--- config.mk ---
export PLATFORM = sky130hd
export DESIGN_NAME = imem_loader
export DESIGN_NICKNAME = d
export VERILOG_FILES = /design/src/rtl/imem_loader_pkg.sv /design/src/rtl/ld_checksum.sv /design/src/rtl/imem_loader.sv
export SDC_FILE = /design/constraint.sdc
export NUM_CORES = 1
export LEC_CHECK = 0
export CAP_MARGIN = 5
export CORE_UTILIZATION = 60
export CTS_BUF_LIST = sky130_fd_sc_hd__clkbuf_4 sky130_fd_sc_hd__clkbuf_8
export DETAILED_ROUTE_END_ITERATION = 12
export DONT_BUFFER_PORTS = 1
export PLACE_DENSITY = 0.76
export SETUP_SLACK_MARGIN = 0.4
export SYNTH_ARGS = -nofsm -noshare
export SYNTH_HDL_FRONTEND = slang
export SYNTH_SLANG_ARGS = --single-unit
--- constraint.sdc ---
create_clock -name clk -period 8.4 [get_ports clk]
set_clock_uncertainty 0.1 [all_clocks]
set_input_delay 1.68 -clock clk [delete_from_list [all_inputs] [get_ports clk]]
set_output_delay 1.68 -clock clk [all_outputs]
set_load 0.01 [all_outputs]
--- src/rtl/imem_loader_pkg.sv ---
// Shared definitions for the instruction-memory loader.
// Contents: FSM state encoding, error codes, default memory geometry and the
// byte step between consecutive 32-bit words.
package imem_loader_pkg;

    typedef enum logic [1:0] {
        StIdle,
        StLoad,
        StVerify,
        StDone
    } ld_state_e;

    localparam logic [1:0] ErrNone   = 2'd0;
    localparam logic [1:0] ErrCount  = 2'd1;
    localparam logic [1:0] ErrAddr   = 2'd2;
    localparam logic [1:0] ErrVerify = 2'd3;

    // Highest valid byte address and the word count that exactly fills memory.
    localparam int unsigned MemTopDefault   = 600;
    localparam int unsigned MaxWordsDefault = MemTopDefault / 4 + 1;

    // Byte distance between consecutive instruction words.
    localparam int unsigned WordStep = 4;

endpackage

--- src/rtl/ld_checksum.sv ---
// 32-bit wrapping accumulator used for the write and readback checksums.
// Ports:
//   clk  - clock, rising edge
//   rst  - asynchronous active-low reset, clears the sum
//   clr  - synchronous clear (wins over en)
//   en   - add din into the sum this cycle
//   din  - value to accumulate
//   sum  - current accumulated value
module ld_checksum (
    input  logic        clk,
    input  logic        rst,
    input  logic        clr,
    input  logic        en,
    input  logic [31:0] din,
    output logic [31:0] sum
);

    logic [31:0] sum_q;

    always_ff @(posedge clk or negedge rst) begin
        if (!rst) begin
            sum_q <= '0;
        end else if (clr) begin
            sum_q <= '0;
        end else if (en) begin
            sum_q <= sum_q + din;
        end
    end

    assign sum = sum_q;

endmodule

--- src/rtl/imem_loader.sv ---
// Streams a program into instruction memory, reads it back and checks a
// checksum, holding the processor stalled until a load has been verified.
// Ports:
//   clk, rst            - clock and asynchronous active-low reset
//   start               - one-cycle load request, only honoured in idle
//   base_adr, word_cnt  - byte address of first word and number of words
//   s_valid/s_data      - incoming word stream; s_ready marks acceptance
//   imem_we/adr/wdata   - instruction memory write port (adr also drives readback)
//   imem_rdata          - combinational read data at imem_adr
//   cpu_hold            - 1 stalls the processor
//   busy, done          - not idle / one-cycle success pulse
//   err, err_code       - sticky error flag and its cause
module imem_loader
    import imem_loader_pkg::*;
#(
    parameter int unsigned MEM_TOP       = MemTopDefault,
    parameter int unsigned MAX_WORDS     = MaxWordsDefault,
    parameter bit          HOLD_AT_RESET = 1'b1
) (
    input  logic        clk,
    input  logic        rst,
    input  logic        start,
    input  logic [31:0] base_adr,
    input  logic [15:0] word_cnt,
    input  logic        s_valid,
    input  logic [31:0] s_data,
    output logic        s_ready,
    output logic        imem_we,
    output logic [31:0] imem_adr,
    output logic [31:0] imem_wdata,
    input  logic [31:0] imem_rdata,
    output logic        cpu_hold,
    output logic        busy,
    output logic        done,
    output logic        err,
    output logic [1:0]  err_code
);

    ld_state_e   state_q;
    logic [31:0] cur_adr_q;
    logic [31:0] base_q;
    logic [15:0] cnt_q;
    logic [15:0] remaining_q;
    logic        err_q;
    logic [1:0]  err_code_q;
    logic        hold_q;

    logic [31:0] wsum;
    logic [31:0] rsum;
    logic [31:0] rsum_final;
    logic [32:0] last_adr;
    logic        cnt_bad;
    logic        adr_bad;
    logic        accept;
    logic        xfer;
    logic        in_verify;

    // Last word address computed one bit wider so a huge base cannot wrap into range.
    assign last_adr = {1'b0, base_adr} + {15'd0, word_cnt - 16'd1, 2'b00};
    assign cnt_bad  = (word_cnt == 16'd0) || ({16'd0, word_cnt} > MAX_WORDS);
    assign adr_bad  = (base_adr[1:0] != 2'b00) || (last_adr > {1'b0, MEM_TOP});
    assign accept   = (state_q == StIdle) && start && !cnt_bad && !adr_bad;

    assign xfer      = (state_q == StLoad) && s_valid;
    assign in_verify = (state_q == StVerify);

    // Readback sum including the word presented this cycle.
    assign rsum_final = rsum + imem_rdata;

    ld_checksum u_wsum (
        .clk (clk),
        .rst (rst),
        .clr (accept),
        .en  (xfer),
        .din (s_data),
        .sum (wsum)
    );

    ld_checksum u_rsum (
        .clk (clk),
        .rst (rst),
        .clr (accept),
        .en  (in_verify),
        .din (imem_rdata),
        .sum (rsum)
    );

    always_ff @(posedge clk or negedge rst) begin
        if (!rst) begin
            state_q     <= StIdle;
            cur_adr_q   <= '0;
            base_q      <= '0;
            cnt_q       <= '0;
            remaining_q <= '0;
            err_q       <= 1'b0;
            err_code_q  <= ErrNone;
            hold_q      <= HOLD_AT_RESET;
        end else begin
            unique case (state_q)
                StIdle: begin
                    if (start) begin
                        if (cnt_bad) begin
                            err_q      <= 1'b1;
                            err_code_q <= ErrCount;
                        end else if (adr_bad) begin
                            err_q      <= 1'b1;
                            err_code_q <= ErrAddr;
                        end else begin
                            base_q      <= base_adr;
                            cnt_q       <= word_cnt;
                            cur_adr_q   <= base_adr;
                            remaining_q <= word_cnt;
                            err_q       <= 1'b0;
                            err_code_q  <= ErrNone;
                            hold_q      <= 1'b1;
                            state_q     <= StLoad;
                        end
                    end
                end
                StLoad: begin
                    if (s_valid) begin
                        if (remaining_q == 16'd1) begin
                            // Rewind for readback over the same range.
                            cur_adr_q   <= base_q;
                            remaining_q <= cnt_q;
                            state_q     <= StVerify;
                        end else begin
                            cur_adr_q   <= cur_adr_q + WordStep;
                            remaining_q <= remaining_q - 16'd1;
                        end
                    end
                end
                StVerify: begin
                    cur_adr_q   <= cur_adr_q + WordStep;
                    remaining_q <= remaining_q - 16'd1;
                    if (remaining_q == 16'd1) begin
                        if (rsum_final == wsum) begin
                            state_q <= StDone;
                        end else begin
                            // Processor stays held: memory contents are suspect.
                            err_q      <= 1'b1;
                            err_code_q <= ErrVerify;
                            state_q    <= StIdle;
                        end
                    end
                end
                StDone: begin
                    hold_q  <= 1'b0;
                    state_q <= StIdle;
                end
                default: state_q <= StIdle;
            endcase
        end
    end

    assign s_ready    = (state_q == StLoad);
    assign imem_we    = xfer;
    assign imem_adr   = cur_adr_q;
    assign imem_wdata = xfer ? s_data : '0;
    assign cpu_hold   = hold_q;
    assign busy       = (state_q != StIdle);
    assign done       = (state_q == StDone);
    assign err        = err_q;
    assign err_code   = err_code_q;

endmodule
==> results.yml, run 1 <==
placed_design:
  pre_cts_ws_ps: 1420
  post-dp-hpwl_um: 29700
  placement.io_buffers: 0
  place.gp.congestion: 0.977
sta:
  timing.final.crit_period_ps: 6550
  finalHoldWorstSlack_ps: 411
  max_freq_mhz: 153
  setup_viol: 0
  final_max_slew_viol_count: 0
  finalCritPeriodShare_pct: 78.0
  worst_pin_slew_ps: 997
  grt_setup_unrepaired: "no"
  final_hold_viol_count: 0
  setup_tns_ps: 0
  maxSlewHeadroom_pct: 33.5
  post-route-worst-setup-slack_ps: 1850
power_and_ir_drop:
  total_switching_power_w: 0.00102
  power.density_cell_area_mw_per_mm2: 172
  sw_frac_of_total_pct: 40.4
  cell_internal_pwr_w: 0.00151
  p_leak_nw: 6.51
  power.clock.fraction_pct: 23.6
  comb_power_share_pct: 33.5
  vdd_ir_drop_max_uv: 137
  sequentialPowerShare_pct: 42.9
global_route:
  grt_start_max_net_pins: 167
  first_global_vias: 12315
  antenna_found_initial: 0
  globalRoute.totalOverflow: 0
  grt_first_pass_wirelength_um: 63800
  grt_usage_pct: 33.4
synth:
  seq_area_frac_synth_pct: 29.2
  post_synth_inst_count: 1748
  edff_count_synth: 0
  syn-num-nets: 1956
  synth_cell_types: 82
  synth.avg_cell_area_um2: 8.14
  post_synth_instance_area_mm2: 0.0142
  yosys_warnings: 0
  async_set_or_reset_register_ratio_after_synthesis_pct: 100
  yosys_register_bits: 166
  ys_dominant_reg_cell: "sky130_fd_sc_hd__dfrtp_1"
layout:
  filler_cell_count: 2003
  final_layout_size_suffix_gt1_share_pct: 5.96
  num-nets-final: 1890
  diodes: 0
  synthToLayoutAreaGrowth_pct: 3.83
clocking:
  hold_buffers: 0
  ctsResizeCount: 0
  cts-root-buf: "sky130_fd_sc_hd__clkbuf_8"
  clock_insertion_delay_at_the_later_pin_of_the_skew_report_ps: 500
  cts_htree_levels: 4
  num_clock_sinks: 166
  cts_buffers: 17
  tritoncts: "done"
  post-cts-setup-buffer-count: 0
  max-clock-path-buffers: 2
  cts.reportedPaths.clkPinSlew_ps: 110
critical_path:
  cp_max_fo: 33
  crit_path_capture_type: "flip-flop"
  critPathArrivalTime_ps: 6830
  critical_path.n_buffers_inverters: 1
  timing.critical_path.slowest_cell_delay_ps: 550
  crit_chain: "nor3_1, nor4b_1, buf_4, nand3_1, nor4_1, xor2_1, ha_1, and3_1, a22oi_1, nand2_1, o211ai_1, a211oi_1, mux2i_1, nand4_1, o41a_1, a211o_2, or2_1, mux2_4"
  critPathSlowestCell: "sky130_fd_sc_hd__a211o_2"
  cp_top_family: "simple AND/OR/NAND/NOR gates"
  setup.worst_path.class: "in2reg"
  cp.required_ps: 8670
  critPathLaunchType: "input port"
routing:
  drtPass1Iterations: 5
  number_of_vias_per_cell: 6.48
  detailed_route_via_count: 12998
  routed_wire_length_um: 40400
  drt-initial-drc-count: 1165
  average_routed_wire_per_standard_cell_um: 20.1
  post-route-drc-count: 0
  route.antenna.remaining_nets: 0
flow_run:
  drv_cap: 0
run_status:
  result_of_the_run: "finished clean"
floorplan:
  die-width_um: 156
  core_rows: 55
  floorplan.initialDensity_pct: 62.1
  die_height_um: 156
  die-area_mm2: 0.0243
  io_pins: 188
  core_area_mm2: 0.0229
min_path:
  min_delay_worst_type: "reg2reg"
worst register-to-register path, stage by stage (launching register included):
cell and delay [ps]:
sky130_fd_sc_hd__dfrtp_1 400, sky130_fd_sc_hd__ha_1 210, sky130_fd_sc_hd__fa_1 430, sky130_fd_sc_hd__a211oi_1 530, sky130_fd_sc_hd__o21ai_0 200, sky130_fd_sc_hd__a21oi_1 490, sky130_fd_sc_hd__o21bai_1 240, sky130_fd_sc_hd__xnor3_1 300
sky130_fd_sc_hd__o311ai_0 160, sky130_fd_sc_hd__a211o_1 300, sky130_fd_sc_hd__nor4_1 350, sky130_fd_sc_hd__nand4b_1 210, sky130_fd_sc_hd__o21ai_0 340, sky130_fd_sc_hd__a21boi_0 140
registers in the layout, indices dropped and copies added, names as in the netlist:
register,flops
u_rsum.sum,32
imem_adr,32
err_code,2
remaining_q,16
cnt_q,16
err,1
state_q,2
base_q,32
u_wsum.sum,32
cpu_hold,1
worst paths after layout:
kind	start	endpoint	slack, ps	cells after the start
max reg2reg	u_rsum.sum[0]	err_code[1]	3870	13
min in group asynchronous	rst	u_rsum.sum[2]	770	0
max	word_cnt[2]	imem_adr[1]	1850	18
max in group asynchronous	rst	remaining_q[9]	7110	0
min	cnt_q[13]	cnt_q[13]	410	1
min reg2reg	cnt_q[13]	cnt_q[13]	410	1
Yosys cell counts, types with 6 or more instances:
cell type / n / area, um^2
sky130_fd_sc_hd__or3_1: 10 / 62.6
sky130_fd_sc_hd__nand4_1: 36 / 225
sky130_fd_sc_hd__nor4_1: 20 / 125
sky130_fd_sc_hd__a31oi_1: 15 / 93.8
sky130_fd_sc_hd__a211o_1: 9 / 78.8
sky130_fd_sc_hd__dfrtp_1: 165 / 4130
sky130_fd_sc_hd__a21oi_1: 116 / 581
sky130_fd_sc_hd__o21ai_0: 137 / 686
sky130_fd_sc_hd__or2_2: 8 / 50.1
sky130_fd_sc_hd__a21o_1: 34 / 255
sky130_fd_sc_hd__mux2i_1: 37 / 370
sky130_fd_sc_hd__nor3b_1: 9 / 67.6
sky130_fd_sc_hd__o31ai_1: 10 / 75.1
sky130_fd_sc_hd__inv_1: 50 / 188
sky130_fd_sc_hd__clkbuf_1: 80 / 300
sky130_fd_sc_hd__nor3_1: 36 / 180
sky130_fd_sc_hd__o21a_1: 17 / 128
sky130_fd_sc_hd__nand2b_1: 6 / 37.5
sky130_fd_sc_hd__o211ai_1: 55 / 413
sky130_fd_sc_hd__nor2_1: 158 / 593
sky130_fd_sc_hd__a211oi_1: 20 / 150
sky130_fd_sc_hd__ha_1: 89 / 1110
sky130_fd_sc_hd__xnor2_1: 77 / 674
sky130_fd_sc_hd__and3_1: 42 / 263
sky130_fd_sc_hd__and2_1: 6 / 37.5
sky130_fd_sc_hd__a311oi_1: 12 / 105
sky130_fd_sc_hd__nand3_1: 41 / 205
sky130_fd_sc_hd__or4_1: 6 / 45.0
sky130_fd_sc_hd__buf_2: 11 / 55.1
sky130_fd_sc_hd__nand2_1: 190 / 713
sky130_fd_sc_hd__xor2_1: 55 / 482
sky130_fd_sc_hd__mux2_2: 29 / 327
sky130_fd_sc_hd__nor2b_1: 43 / 269
sky130_fd_sc_hd__o21bai_1: 9 / 67.6
layout by cell type (no fill, tap or decap), types with 34 or more instances in the layout:
cell type                  netlist  final
sky130_fd_sc_hd__and3_1         42     42
sky130_fd_sc_hd__o211ai_1       55     55
sky130_fd_sc_hd__nor2_1        158    157
sky130_fd_sc_hd__dfrtp_1       165    165
sky130_fd_sc_hd__a21o_1         34     34
sky130_fd_sc_hd__xor2_1         55     55
sky130_fd_sc_hd__nor3_1         36     36
sky130_fd_sc_hd__nand2_1       190    190
sky130_fd_sc_hd__ha_1           89     87
sky130_fd_sc_hd__nand4_1        36     36
sky130_fd_sc_hd__nor2b_1        43     43
sky130_fd_sc_hd__xnor2_1        77     77
sky130_fd_sc_hd__a21oi_1       116    115
sky130_fd_sc_hd__inv_1          50     50
sky130_fd_sc_hd__nand3_1        41     41
sky130_fd_sc_hd__o21ai_0       137    137
sky130_fd_sc_hd__mux2i_1        37     37
routing by layer:
layer,GRT usage (%),wire length (um),share of wire (%),up-vias
li1,-,-,-,6237
met1,41.9,16800,42,6191
met2,55.9,19200,48,481
met3,5.56,2630,6.5,89
met4,15.7,1690,4.2,0
met5,0,0,0,-
power groups by stage:
stage / Clock [W] / Combinational [W] / Sequential [W]
floorplan: 0 / 0.000699 / 0.00104
global placement: 0 / 0.000821 / 0.00109
detailed placement: 0 / 0.000837 / 0.00110
CTS: 0.000607 / 0.000843 / 0.00108
global route: 0.000634 / 0.000955 / 0.00110
finish: 0.000599 / 0.000849 / 0.00109
area by class of cell:
type / count / area, um^2 / share of cell area (%)
clock buffer: 17 / 234 / 1.58
multi-input combinational: 1434 / 9520 / 64.5
inverter: 50 / 188 / 1.27
tap: 313 / 392 / 2.65
timing repair buffer: 13 / 123 / 0.830
clock inverter: 14 / 156 / 1.06
sequential: 166 / 4160 / 28.1
per-stage QoR:
stage / cells / cell area [um^2] / util (%) / power (W)
floorplan: 1748 / 14200 / - / 0.00174
global placement: 1976 / 14400 / 62.8 / 0.00192
detailed placement: 1976 / 14400 / 62.8 / 0.00194
CTS: 2007 / 14800 / 64.5 / 0.00253
global route: 2007 / 14800 / 64.5 / 0.00269
finish: 2007 / 14800 / 64.5 / 0.00253
cells by family after synthesis:
kind of cell | synth area share, %
AO/OA/AOI/OAI | 22.8
XOR/XNOR | 8.93
adder cells (fa/ha/maj) | 8.25
buffers and inverters | 4.06
flip-flops | 29.2
multiplexers | 5.11
AND/OR/NAND/NOR | 21.6
No activity file was read; power rests on OpenSTA's default activity.
==> inputs of run 2 (changes only) <==
--- a/config.mk
+++ b/config.mk
@@ -10,7 +10,7 @@
 export CTS_BUF_LIST = sky130_fd_sc_hd__clkbuf_4 sky130_fd_sc_hd__clkbuf_8
 export DETAILED_ROUTE_END_ITERATION = 12
 export DONT_BUFFER_PORTS = 1
-export PLACE_DENSITY = 0.76
+export PLACE_DENSITY = 0.79
 export SETUP_SLACK_MARGIN = 0.4
 export SYNTH_ARGS = -nofsm -noshare
 export SYNTH_HDL_FRONTEND = slang
==> constraint.sdc (replaced) <==
create_clock -name clk -period 5.3 [get_ports clk]
set_clock_uncertainty 0.1 [all_clocks]
set_input_delay 1.06 -clock clk [delete_from_list [all_inputs] [get_ports clk]]
set_output_delay 1.06 -clock clk [all_outputs]
set_load 0.01 [all_outputs]
==> results.yml, run 2 (synthesis results as in run 1) <==
floorplan:
  floorplan.initialDensity_pct: 62.1
  die-width_um: 156
  die-area_mm2: 0.0243
  core_rows: 55
  core_area_mm2: 0.0229
  die_height_um: 156
  io_pins: 188
min_path:
  min_delay_worst_type: "in2async"
power_and_ir_drop:
  p_leak_nw: 6.98
  fin_total_pwr_w: 0.00407
  power.density_cell_area_mw_per_mm2: 259
  vdd_ir_drop_max_uv: 305
global_route:
  antenna_found_initial: 0
  grt_usage_pct: 35.3
  first_global_vias: 12651
  grt_first_pass_wirelength_um: 67500
  globalRoute.totalOverflow: 0
  grt_start_max_net_pins: 167
clocking:
  cts.reportedPaths.clkPinSlew_ps: 110
  cts-root-buf: "sky130_fd_sc_hd__clkbuf_8"
  hold_buffers: 0
  cts_buffers: 17
  num_clock_sinks: 166
  cts_htree_levels: 4
  clock_insertion_delay_at_the_later_pin_of_the_skew_report_ps: 500
  tritoncts: "done"
  max-clock-path-buffers: 2
placed_design:
  place.gp.congestion: 0.937
  post-dp-hpwl_um: 32300
  detailed_place.area_mm2: 0.0149
  placement.io_buffers: 0
  place.detailed.instances: 2039
sta:
  maxSlewHeadroom_pct: 46.0
  finalCritPeriodShare_pct: 96.3
  grt_setup_unrepaired: "yes"
  max_freq_mhz: 196
  worst_pin_slew_ps: 809
  final_max_slew_viol_count: 0
  timing.final.crit_period_ps: 5100
  setup_viol: 0
  final_hold_viol_count: 0
  setup_tns_ps: 0
layout:
  layout_commonest_cell: "sky130_fd_sc_hd__nand2_1"
  synthToLayoutAreaGrowth_pct: 10.6
  sequential_cell_area_mm2: 0.00416
  filler_cell_count: 1893
  fin_util_pct: 68.7
  stdcell_count: 2090
  post-route-cell-area_mm2: 0.0157
  combined_area_of_the_multi_input_logic_cells_mm2: 0.00970
  final_layout_size_suffix_gt1_share_pct: 11.5
  num-nets-final: 1972
  diodes: 0
  final_cell_mix: "sky130_fd_sc_hd__nand2_1, sky130_fd_sc_hd__dfrtp_1, sky130_fd_sc_hd__nor2_1"
critical_path:
  cp.required_ps: 5590
  cp_max_fo: 8
  critPathArrivalTime_ps: 5390
  r2r_cells: 14
  crit_path_capture_type: "flip-flop"
  setup.worst_path.class: "in2reg"
  critical_path.startpoint: "word_cnt[2]"
  critPathLaunchType: "input port"
  worst_r2r_startpoint: "u_rsum.sum[0]"
  rrSetupSlack_ps: 1200
routing:
  average_routed_wire_per_standard_cell_um: 21.0
  detailed_route_via_count: 13695
  drt-initial-drc-count: 1288
  number_of_vias_per_cell: 6.55
  route.antenna.remaining_nets: 0
  drtPass1Iterations: 6
  routed_wire_length_um: 43800
  post-route-drc-count: 0
flow_run:
  drv_cap: 0
run_status:
  result_of_the_run: "finished clean"
-- run 2: through the flow --
step | setup slack [ps] | hold slack [ps]
6_report | 198 | 150
5_1_grt | 112 | 131
4_1_cts | 409 | 138
3_5_place_dp | -113 | 385
3_3_place_gp | 22.2 | 382
2_1_floorplan | 129 | 364
-- run 2: final cells by class --
cell class / instances / area share (%)
clock buffers: 17 / 1.49
clock inverters: 15 / 0.867
inverters: 50 / 1.19
multi-input cells: 1434 / 61.6
flip-flops and latches: 166 / 26.4
well taps: 313 / 2.49
repair buffers: 95 / 5.96
-- run 2: final timing paths --
path	endpoint
max in group asynchronous	cnt_q[9]
max	imem_adr[0]
min reg2reg	cnt_q[8]
min	u_rsum.sum[15]
max reg2reg	state_q[1]
min in group clk	cnt_q[8]
-- run 2: power by group --
group	internal (W)	total (W)	switching, W
registers	0.00142	0.00173	0.000307
clock network	0.000345	0.000920	0.000575
logic	0.000664	0.00142	0.000759
-- run 2: layer usage --
metal	up-vias	GRT usage [%]	share of wire (%)
met5	-	0	0
met4	0	9.06	1.6
met3	58	6.75	10
met2	666	54.1	45
met1	6560	50.7	43
li1	6411	-	-
-- run 2: repair_timing --
| action | CTS | global route |
|---|---|---|
| gates resized for setup | 4 | 41 |
| endpoints found under the setup margin | 3 | 153 |
| setup buffers | 1 | 12 |
| pin swaps | 1 | 14 |
| endpoints found under the hold margin | 0 | 0 |
| gates cloned | 0 | 6 |
-- run 2: critical path, cell delays in order --
cell	delay, ps
sky130_fd_sc_hd__nor3_4	190
sky130_fd_sc_hd__nor4b_4	320
sky130_fd_sc_hd__nand3_2	150
sky130_fd_sc_hd__buf_4	180
sky130_fd_sc_hd__nor4_4	170
sky130_fd_sc_hd__xor2_2	240
sky130_fd_sc_hd__ha_4	260
sky130_fd_sc_hd__and3_4	180
sky130_fd_sc_hd__a22oi_2	250
sky130_fd_sc_hd__nand2_1	130
sky130_fd_sc_hd__o21ai_2	230
sky130_fd_sc_hd__o311ai_1	150
sky130_fd_sc_hd__nor4_2	340
sky130_fd_sc_hd__nand4_2	170
sky130_fd_sc_hd__o41a_1	480
sky130_fd_sc_hd__a211o_4	310
sky130_fd_sc_hd__or2_4	250
sky130_fd_sc_hd__mux2_4	290
